==> src/rtl/instr_loader_if.sv <==
// Program-image byte stream between the upstream source and instr_loader.
// The master drives valid/data and the slave returns ready.
interface instr_loader_if;
  logic       in_valid;
  logic [7:0] in_data;
  logic       in_ready;

  modport master (output in_valid, output in_data, input in_ready);
  modport slave  (input in_valid, input in_data, output in_ready);
endinterface

==> src/rtl/instr_loader.sv <==
// Program loader for the 8-bit CPU: streams an image into a local store, serves fetches,
// and holds cpu_rst until the image is in. Define INSTR_LOADER_CHECKSUM_EN for a trailing checksum byte.
module instr_loader #(
  parameter int unsigned DEPTH = 16,
  parameter logic [7:0]  FILL  = 8'hC0
) (
  input  logic               clk,
  input  logic               rst,
  instr_loader_if.slave      s,
  input  logic               load_req,
  input  logic [7:0]         fetch_addr,
  output logic [7:0]         fetch_instr,
  output logic               cpu_rst,
  output logic               done,
  output logic               err,
  output logic [7:0]         byte_count
);

  localparam int unsigned AW     = (DEPTH > 1) ? $clog2(DEPTH) : 1;
  localparam logic [7:0]  DEPTH8 = 8'(DEPTH);

  typedef enum logic [1:0] {
    IDLE,
    LOAD,
`ifdef INSTR_LOADER_CHECKSUM_EN
    CHECK,
`endif
    RUN
  } state_t;

  state_t     state;
  logic [7:0] len_q;
  logic [7:0] mem [2**AW];
  logic       take;

`ifdef INSTR_LOADER_CHECKSUM_EN
  logic [7:0] sum;
`endif

  assign s.in_ready = (state != RUN);
  assign take       = s.in_valid && s.in_ready;

  always_ff @(posedge clk or posedge rst) begin
    if (rst) begin
      state      <= IDLE;
      cpu_rst    <= 1'b1;
      done       <= 1'b0;
      err        <= 1'b0;
      byte_count <= '0;
      len_q      <= '0;
`ifdef INSTR_LOADER_CHECKSUM_EN
      sum        <= '0;
`endif
    end else begin
      case (state)
        IDLE: begin
          if (take) begin
            if (s.in_data == 8'd0 || s.in_data > DEPTH8) begin
              err <= 1'b1;
            end else begin
              len_q      <= s.in_data;
              err        <= 1'b0;
              byte_count <= '0;
`ifdef INSTR_LOADER_CHECKSUM_EN
              sum        <= '0;
`endif
              state      <= LOAD;
            end
          end
        end
        LOAD: begin
          if (take) begin
            byte_count <= byte_count + 8'd1;
`ifdef INSTR_LOADER_CHECKSUM_EN
            sum        <= sum + s.in_data;
            if (byte_count == len_q - 8'd1) state <= CHECK;
`else
            if (byte_count == len_q - 8'd1) begin
              state   <= RUN;
              cpu_rst <= 1'b0;
              done    <= 1'b1;
            end
`endif
          end
        end
`ifdef INSTR_LOADER_CHECKSUM_EN
        CHECK: begin
          if (take) begin
            if (s.in_data == sum) begin
              state   <= RUN;
              cpu_rst <= 1'b0;
              done    <= 1'b1;
            end else begin
              // Drop the image so a bad load can never be fetched from.
              err   <= 1'b1;
              len_q <= '0;
              state <= IDLE;
            end
          end
        end
`endif
        RUN: begin
          if (load_req) begin
            state   <= IDLE;
            cpu_rst <= 1'b1;
            done    <= 1'b0;
            err     <= 1'b0;
            len_q   <= '0;
          end
        end
        default: state <= IDLE;
      endcase
    end
  end

  // Store is deliberately not reset; len_q masks anything not from the current image.
  always_ff @(posedge clk) begin
    if (state == LOAD && take) mem[byte_count[AW-1:0]] <= s.in_data;
  end

  always_comb begin
    fetch_instr = FILL;
    if (fetch_addr < len_q) fetch_instr = mem[fetch_addr[AW-1:0]];
  end

endmodule

==> src/flat_wrapper.sv <==
// flat-port wrapper written by rule: the top's interface ports become plain ports
module instr_loader_flat 
#(
  parameter int unsigned DEPTH = 16,
  parameter logic [7:0]  FILL  = 8'hC0
)
  (clk, rst, load_req, fetch_addr, fetch_instr, cpu_rst, done, err, byte_count, s_in_valid, s_in_data, s_in_ready);
  instr_loader_if s_i ();
  input  logic clk;
  input  logic rst;
  input  logic load_req;
  input  logic [7:0] fetch_addr;
  output logic [7:0] fetch_instr;
  output logic cpu_rst;
  output logic done;
  output logic err;
  output logic [7:0] byte_count;
  input wire logic [$bits(s_i.in_valid)-1:0] s_in_valid;
  input wire logic [$bits(s_i.in_data)-1:0] s_in_data;
  output wire logic [$bits(s_i.in_ready)-1:0] s_in_ready;
  assign s_i.in_valid = s_in_valid;
  assign s_i.in_data = s_in_data;
  assign s_in_ready = s_i.in_ready;
  instr_loader #(.DEPTH(DEPTH), .FILL(FILL)) u_core (.clk(clk), .rst(rst), .s(s_i), .load_req(load_req), .fetch_addr(fetch_addr), .fetch_instr(fetch_instr), .cpu_rst(cpu_rst), .done(done), .err(err), .byte_count(byte_count));
endmodule
==> config.mk <==
export PLATFORM = sky130hd
export DESIGN_NAME = instr_loader_flat
export DESIGN_NICKNAME = d
export VERILOG_FILES = /design/src/rtl/instr_loader_if.sv /design/src/rtl/instr_loader.sv /design/src/flat_wrapper.sv
export SDC_FILE = /design/constraint.sdc
export NUM_CORES = 1
export LEC_CHECK = 0
export ABC_CLOCK_PERIOD_IN_PS = 6200
export CORE_MARGIN = 10
export CORE_UTILIZATION = 41
export DETAILED_ROUTE_END_ITERATION = 10
export PLACE_DENSITY = 0.59
export SYNTH_ARGS = -nofsm -noshare
export SYNTH_HDL_FRONTEND = slang
export SYNTH_SLANG_ARGS = --single-unit
==> constraint.sdc <==
create_clock -name clk -period 6.2 [get_ports clk]
set_input_delay 1.24 -clock clk [delete_from_list [all_inputs] [get_ports clk]]
set_output_delay 1.24 -clock clk [all_outputs]
set_load 0.05 [all_outputs]
==> results of run 1 <==
-- per-stage QoR --
step                      cell area [µm²]  util (%)  setup slack (ps)  std cells
after detailed placement             7040      46.2              1060        617
after floorplan                      6420         -              1990        373
final                                7570      49.6              1030        645
after global routing                 7570      49.6               870        645
after CTS                            7570      49.6              1030        645
after global placement               7040      46.2              1050        617
-- metal layers --
metal  up-vias  global-route usage [%]
met2        95                    22.3
met3        14                    3.20
met1      1907                    18.9
li1       1604                       -
met5         -                       0
met4         0                    4.90
-- cell usage after synthesis, types with 2 or more instances --
master / count / area (µm²)
a21oi_1: 17 / 85.1
mux4_1: 4 / 105
dfrtp_1: 20 / 500
nor2_1: 22 / 82.6
xor2_1: 4 / 35.0
or3_1: 2 / 12.5
a211o_1: 3 / 26.3
xnor2_1: 4 / 35.0
clkbuf_1: 5 / 18.8
a31oi_1: 2 / 12.5
o21ai_0: 6 / 30.0
a21o_1: 5 / 37.5
edfxtp_1: 128 / 3840
o41ai_1: 2 / 17.5
nor4_1: 5 / 31.3
nand3_1: 7 / 35.0
ha_1: 12 / 150
nand2b_1: 7 / 43.8
buf_2: 3 / 15.0
mux4_2: 36 / 811
and4_1: 2 / 17.5
o211ai_1: 2 / 15.0
nor3_1: 9 / 45.0
and2_1: 4 / 25.0
o311ai_0: 2 / 17.5
nand2_1: 18 / 67.6
a221oi_1: 2 / 17.5
a22o_1: 5 / 43.8
inv_1: 16 / 60.1
-- power breakdown --
part,total (mW),switching (mW),internal (mW)
Sequential,1.27,0.0901,1.18
Combinational,0.543,0.335,0.207
Clock,0.929,0.358,0.571
-- path summary, 6_finish.rpt --
path                                             startpoint                     endpoint  slack [ps]  cells past startpoint
min in group asynchronous                               rst  u_core.len_q[6]$_DFFE_PP0P_        1290                      2
worst max-delay path                          fetch_addr[2]               fetch_instr[7]        1030                      7
worst max register to register  u_core.len_q[0]$_DFFE_PP0P_  u_core.state[1]$_DFFE_PP0P_        3660                      7
worst min-delay path                u_core.done$_DFFE_PP0P_      u_core.done$_DFFE_PP0P_         520                      2
worst min register to register      u_core.done$_DFFE_PP0P_      u_core.done$_DFFE_PP0P_         520                      2
max in group asynchronous                               rst  u_core.len_q[0]$_DFFE_PP0P_        4400                      2
-- layout by cell type (no fill, tap or decap), types with 3 or more instances in the layout --
master and n:
o21ai_0 6, buf_4 13, ha_1 12, and2_1 4, clkdlybuf4s50_1 32, nand3_1 7
mux4_2 36, a21oi_1 17, mux4_1 4, edfxtp_1 128, clkbuf_16 17, xor2_1 4
xnor2_1 4, a211o_1 3, nand2b_1 7, dfrtp_1 20, nor3_1 5, nand2_1 18
nor2_1 22, nor4_1 5, nor3_2 5, inv_1 16, a22o_1 5, clkinv_1 6
a21o_1 5
-- sequential cells by signal, indices dropped and copies added, names as in the netlist --
register and count:
u_core.byte_count 8, u_core.mem 128, u_core.len_q 8, u_core.err 1, u_core.done 1, u_core.cpu_rst 1
u_core.state 2
-- logic make-up after synthesis --
group / share of synthesized area (%)
XOR/XNOR: 1.09
multiplexers: 14.3
adder cells (fa/ha/maj): 2.34
buffers and inverters: 2.20
flip-flops: 68.1
AND/OR/NAND/NOR: 6.32
AO/OA/AOI/OAI: 5.69
-- critical path, delay by kind of cell --
family	cells	cell delay (ps)
fa+ha+maj	1	290
compound gates	3	900
buf+inv	3	1480
-- layout make-up --
cell class / instances / area, µm² / share of cell area (%)
repair buffers: 46 / 423 / 5.59
multi-input cells: 195 / 1930 / 25.5
flip-flops and latches: 149 / 4370 / 57.8
clock buffers: 18 / 429 / 5.67
well taps: 211 / 264 / 3.49
inverters: 16 / 60.1 / 0.794
clock inverters: 10 / 92.6 / 1.22
==> flow_metrics.py, run 1 <==
metrics = {
    "clock_network": {
        "htree_num_levels": 4,
        "cts_resized": 0,
        "cts_hold_buf": 0,
        "insertion_delay_ps": 420,
        "cts_sinks": 149,
        "root_buffer": "clkbuf_16",
        "cts_tree": "built",
        "path_clk_slew_ps": 50,
        "ctsLongestPathBuffers": 2,
        "cts_setup_buffers": 0,
        "cts_inserted_buffers": 17,
    },
    "min_path": {
        "holdCritPathClass": "flip-flop to flip-flop",
    },
    "synthesis": {
        "syn-num-nets": 405,
        "async_flop_share_pct": 14.1,
        "synth_area_mm2": 0.00642,
        "synth_edf_count": 128,
        "synthCells": 373,
        "avgSynthCellArea_um2": 17.2,
        "yosys_warnings": 0,
        "synth.ff_latch_count": 149,
        "synth_cell_types": 48,
        "yosysSeqAreaShare_pct": 68.1,
        "synth_flop_cell": "edfxtp_1",
    },
    "sta": {
        "hold_viol": 0,
        "clock.fmax_mhz": 194,
        "fin_crit_ps": 5170,
        "period_share_pct": 83.3,
        "slew_violations": 0,
        "finalHoldWorstSlack_ps": 523,
        "setup_tns_ps": 0,
        "tightest_slew_ps": 1240,
        "setup_viol": 0,
        "clock_skew_ps": 10.3,
        "grt_setup_unrepaired": "no",
        "slew-limit-headroom_pct": 17.3,
    },
    "grt": {
        "antenna_found_initial": 0,
        "grt_pass1_vias": 3666,
        "grt.total_usage_pct": 14.2,
        "grt_max_degree": 22,
        "overflow": 0,
        "grt_pass1_wl_mm": 22.6,
    },
    "drt": {
        "first_pass_iters": 5,
        "wl_met2_mm": 7.34,
        "routed-wl-met3_um": 641,
        "drt_iter0_drc": 286,
        "post_drt_wl_per_cell_um": 22.8,
        "vias": 3620,
        "wirelength_mm": 14.7,
        "viasPerCell": 5.61,
        "wl_met1_mm": 6.57,
        "drc": 0,
        "final_antenna_net_count": 0,
        "top_layer_used": "met4",
    },
    "placement": {
        "routabilityCongestion": 0.880,
        "dp_hpwl_mm": 9.58,
        "io_buffers": 39,
    },
    "floorplanning": {
        "placementRows": 45,
        "initial_utilization_pct": 42.1,
        "io_pins": 40,
        "fp.dieH_um": 145,
        "core_area_mm2": 0.0153,
        "dieArea_mm2": 0.0211,
        "die_w_um": 145,
    },
    "critical_path": {
        "path_class": "input port to output pin",
        "crit_chain": "clkdlybuf4s50_1 -> buf_4 -> ha_1 -> a21o_1 -> a211o_1 -> a211o_1 -> clkdlybuf4s50_1",
        "crit_path_top_delay_cell": "clkdlybuf4s50_1",
        "start_kind": "input port",
        "worst_ep_required_time_ps": 4960,
        "cp-end-kind": "output pin",
        "path_max_fanout": 20,
        "cpPeakStageDelay_ps": 700,
        "cp.arrival_ps": 3930,
    },
    "run": {
        "max_cap_viol_count": 0,
    },
    "power": {
        "peakVddDrop_mv": 0.213,
        "power_mw": 2.75,
        "power.density_mw_per_mm2": 363,
        "p_leak_nw": 2.56,
    },
    "layout": {
        "drive_gt1_share_pct": 18.2,
        "n_antenna_cell": 0,
        "fillers": 1266,
        "final_nets": 457,
        "area_growth_pct": 17.9,
    },
    "status": {
        "status": "finished clean",
    },
}
No activity file was read; power rests on OpenSTA's default activity.
==> run 2: changes to the inputs <==
Settings changed: ABC_CLOCK_PERIOD_IN_PS 6200 to 4650, PLACE_DENSITY 0.59 to 0.61.
Clock period 6.2 ns to 4.65 ns, I/O delays scaled along.
==> run 2 against run 1 <==
  * Sequential share of layout area is 2.3 points lower
  * Clock skew is 2.0 ps lower
  * Clock power is 57% higher
  * Flip-flop and latch count stayed put
  * Critical path type unchanged
  * Critical endpoint is now fetch_instr[3]
==> flow_metrics.py, run 2 (synthesized netlist as in run 1, its figures left out) <==
metrics = {
    "status": {
        "status": "finished clean",
    },
    "critical_path": {
        "critPathBufInv": 3,
        "cp-end-kind": "output pin",
        "cp.arrival_ps": 3140,
        "path_max_fanout": 22,
        "path_class": "input port to output pin",
        "crit_path_top_delay_cell": "mux4_1",
        "worst_ep_required_time_ps": 3720,
        "start_kind": "input port",
        "cp_top_family": "buffers and inverters",
        "crit_chain": "buf_2 -> buf_4 -> mux4_1 -> mux4_2 -> nand2_1 -> a21oi_1 -> buf_12",
        "cpPeakStageDelay_ps": 570,
    },
    "sta": {
        "clock.fmax_mhz": 246,
        "period_share_pct": 87.6,
        "tightest_slew_ps": 1030,
        "layout_setup_ws_ps": 579,
        "clock_skew_ps": 8.29,
        "fin_crit_ps": 4070,
        "slew-limit-headroom_pct": 30.8,
        "setup_viol": 0,
        "setup_tns_ps": 0,
        "grt_setup_unrepaired": "no",
        "slew_violations": 0,
        "hold_viol": 0,
    },
    "placement": {
        "dp_hpwl_mm": 9.75,
        "io_buffers": 39,
        "post-place-ws_ps": 535,
        "routabilityCongestion": 0.795,
    },
    "floorplanning": {
        "fp.dieH_um": 145,
        "initial_utilization_pct": 42.1,
        "placementRows": 45,
        "dieArea_mm2": 0.0211,
        "io_pins": 40,
        "core_area_mm2": 0.0153,
        "die_w_um": 145,
    },
    "drt": {
        "wl_met2_mm": 7.35,
        "routed-wl-met3_um": 903,
        "viasPerCell": 5.55,
        "final_antenna_net_count": 0,
        "first_pass_iters": 5,
        "wl_met1_mm": 6.27,
        "drt_iter0_drc": 377,
        "top_layer_used": "met4",
        "post_drt_wl_per_cell_um": 22.1,
        "drc": 0,
        "wirelength_mm": 14.7,
        "vias": 3698,
    },
    "grt": {
        "grt_pass1_vias": 3771,
        "antenna_found_initial": 0,
        "overflow": 0,
        "grt_max_degree": 34,
        "grt.total_usage_pct": 14.3,
        "grt_pass1_wl_mm": 22.7,
    },
    "min_path": {
        "holdCritPathClass": "flip-flop to flip-flop",
    },
    "clock_network": {
        "cts_tree": "built",
        "root_buffer": "clkbuf_16",
        "cts_resized": 0,
        "cts_inserted_buffers": 17,
        "insertion_delay_ps": 420,
        "cts_setup_buffers": 0,
        "htree_num_levels": 4,
        "ctsLongestPathBuffers": 2,
        "cts_hold_buf": 0,
        "path_clk_slew_ps": 60,
        "cts_sinks": 149,
    },
    "power": {
        "p_clk_share_pct": 37.3,
        "p_leak_nw": 2.71,
        "netSwitchingFraction_pct": 27.7,
        "p_seq_share_pct": 43.2,
        "switchingPower_mw": 1.08,
        "power_mw": 3.91,
        "peakVddDrop_mv": 0.305,
        "internal_power_mw": 2.83,
        "combPwrFrac_pct": 19.4,
        "power.density_mw_per_mm2": 497,
    },
    "layout": {
        "final_nets": 474,
        "fillers": 1257,
        "largest_register_ffs": 128,
        "fin_util_pct": 51.6,
        "final_cell_mix": "edfxtp_1 (128), mux4_2 (36), clkdlybuf4s50_1 (30), buf_4 (25), nor2_1 (22)",
        "drive_gt1_share_pct": 22.4,
        "area_growth_pct": 22.7,
        "n_antenna_cell": 0,
        "final_common_cell": "edfxtp_1",
    },
    "run": {
        "max_cap_viol_count": 0,
    },
}
==> run 2: worst paths after layout <==
check                                            start                                to  slack, ps  depth (start not counted)
max reg2reg                u_core.len_q[0]$_DFFE_PP0P_       u_core.state[1]$_DFFE_PP0P_       2150                          7
max in group asynchronous                          rst       u_core.len_q[4]$_DFFE_PP0P_       3170                          2
min in group asynchronous                          rst  u_core.byte_count[6]$_DFFE_PP0P_        960                          2
max                                      fetch_addr[0]                    fetch_instr[3]        580                          7
min                            u_core.done$_DFFE_PP0P_           u_core.done$_DFFE_PP0P_        530                          2
min reg2reg                    u_core.done$_DFFE_PP0P_           u_core.done$_DFFE_PP0P_        530                          2
==> run 2: power by group through the flow <==
stage                     Sequential (mW)  Clock (mW)  Combinational (mW)
after floorplan                      1.74           0               0.456
after global placement               1.71           0               0.745
after detailed placement             1.71           0               0.760
after CTS                            1.69        1.48               0.765
after global routing                 1.71        1.54               0.822
final                                1.69        1.46               0.760
==> run 2: layout make-up <==
class                   instances  area [µm²]  area share (%)
inverters                      16        60.1           0.763
repair buffers                 63         633            8.04
multi-input cells             195        1910            24.2
clock inverters                13         206            2.62
flip-flops and latches        149        4370            55.5
clock buffers                  19         433            5.50
well taps                     211         264            3.35
==> run 2: tightest hold or removal path, stage by stage, from the launching register on <==
cell	delay (ps)
dfrtp_1	340
o21ai_0	80
nand2b_1	70
==> run 2: layer usage <==
metal	GRT usage, %	up-vias
met2	23.0	135
met4	5.11	0
met3	3.45	20
li1	-	1643
met5	0	-
met1	18.5	1900
==> run 2: through the flow <==
stage          hold WS, ps  instance area, µm²  std cells
5_1_grt                579                7870        666
3_5_place_dp           509                7230        634
6_report               528                7870        666
4_1_cts                532                7870        666
2_1_floorplan          496                6420        373
3_3_place_gp           518                7230        634
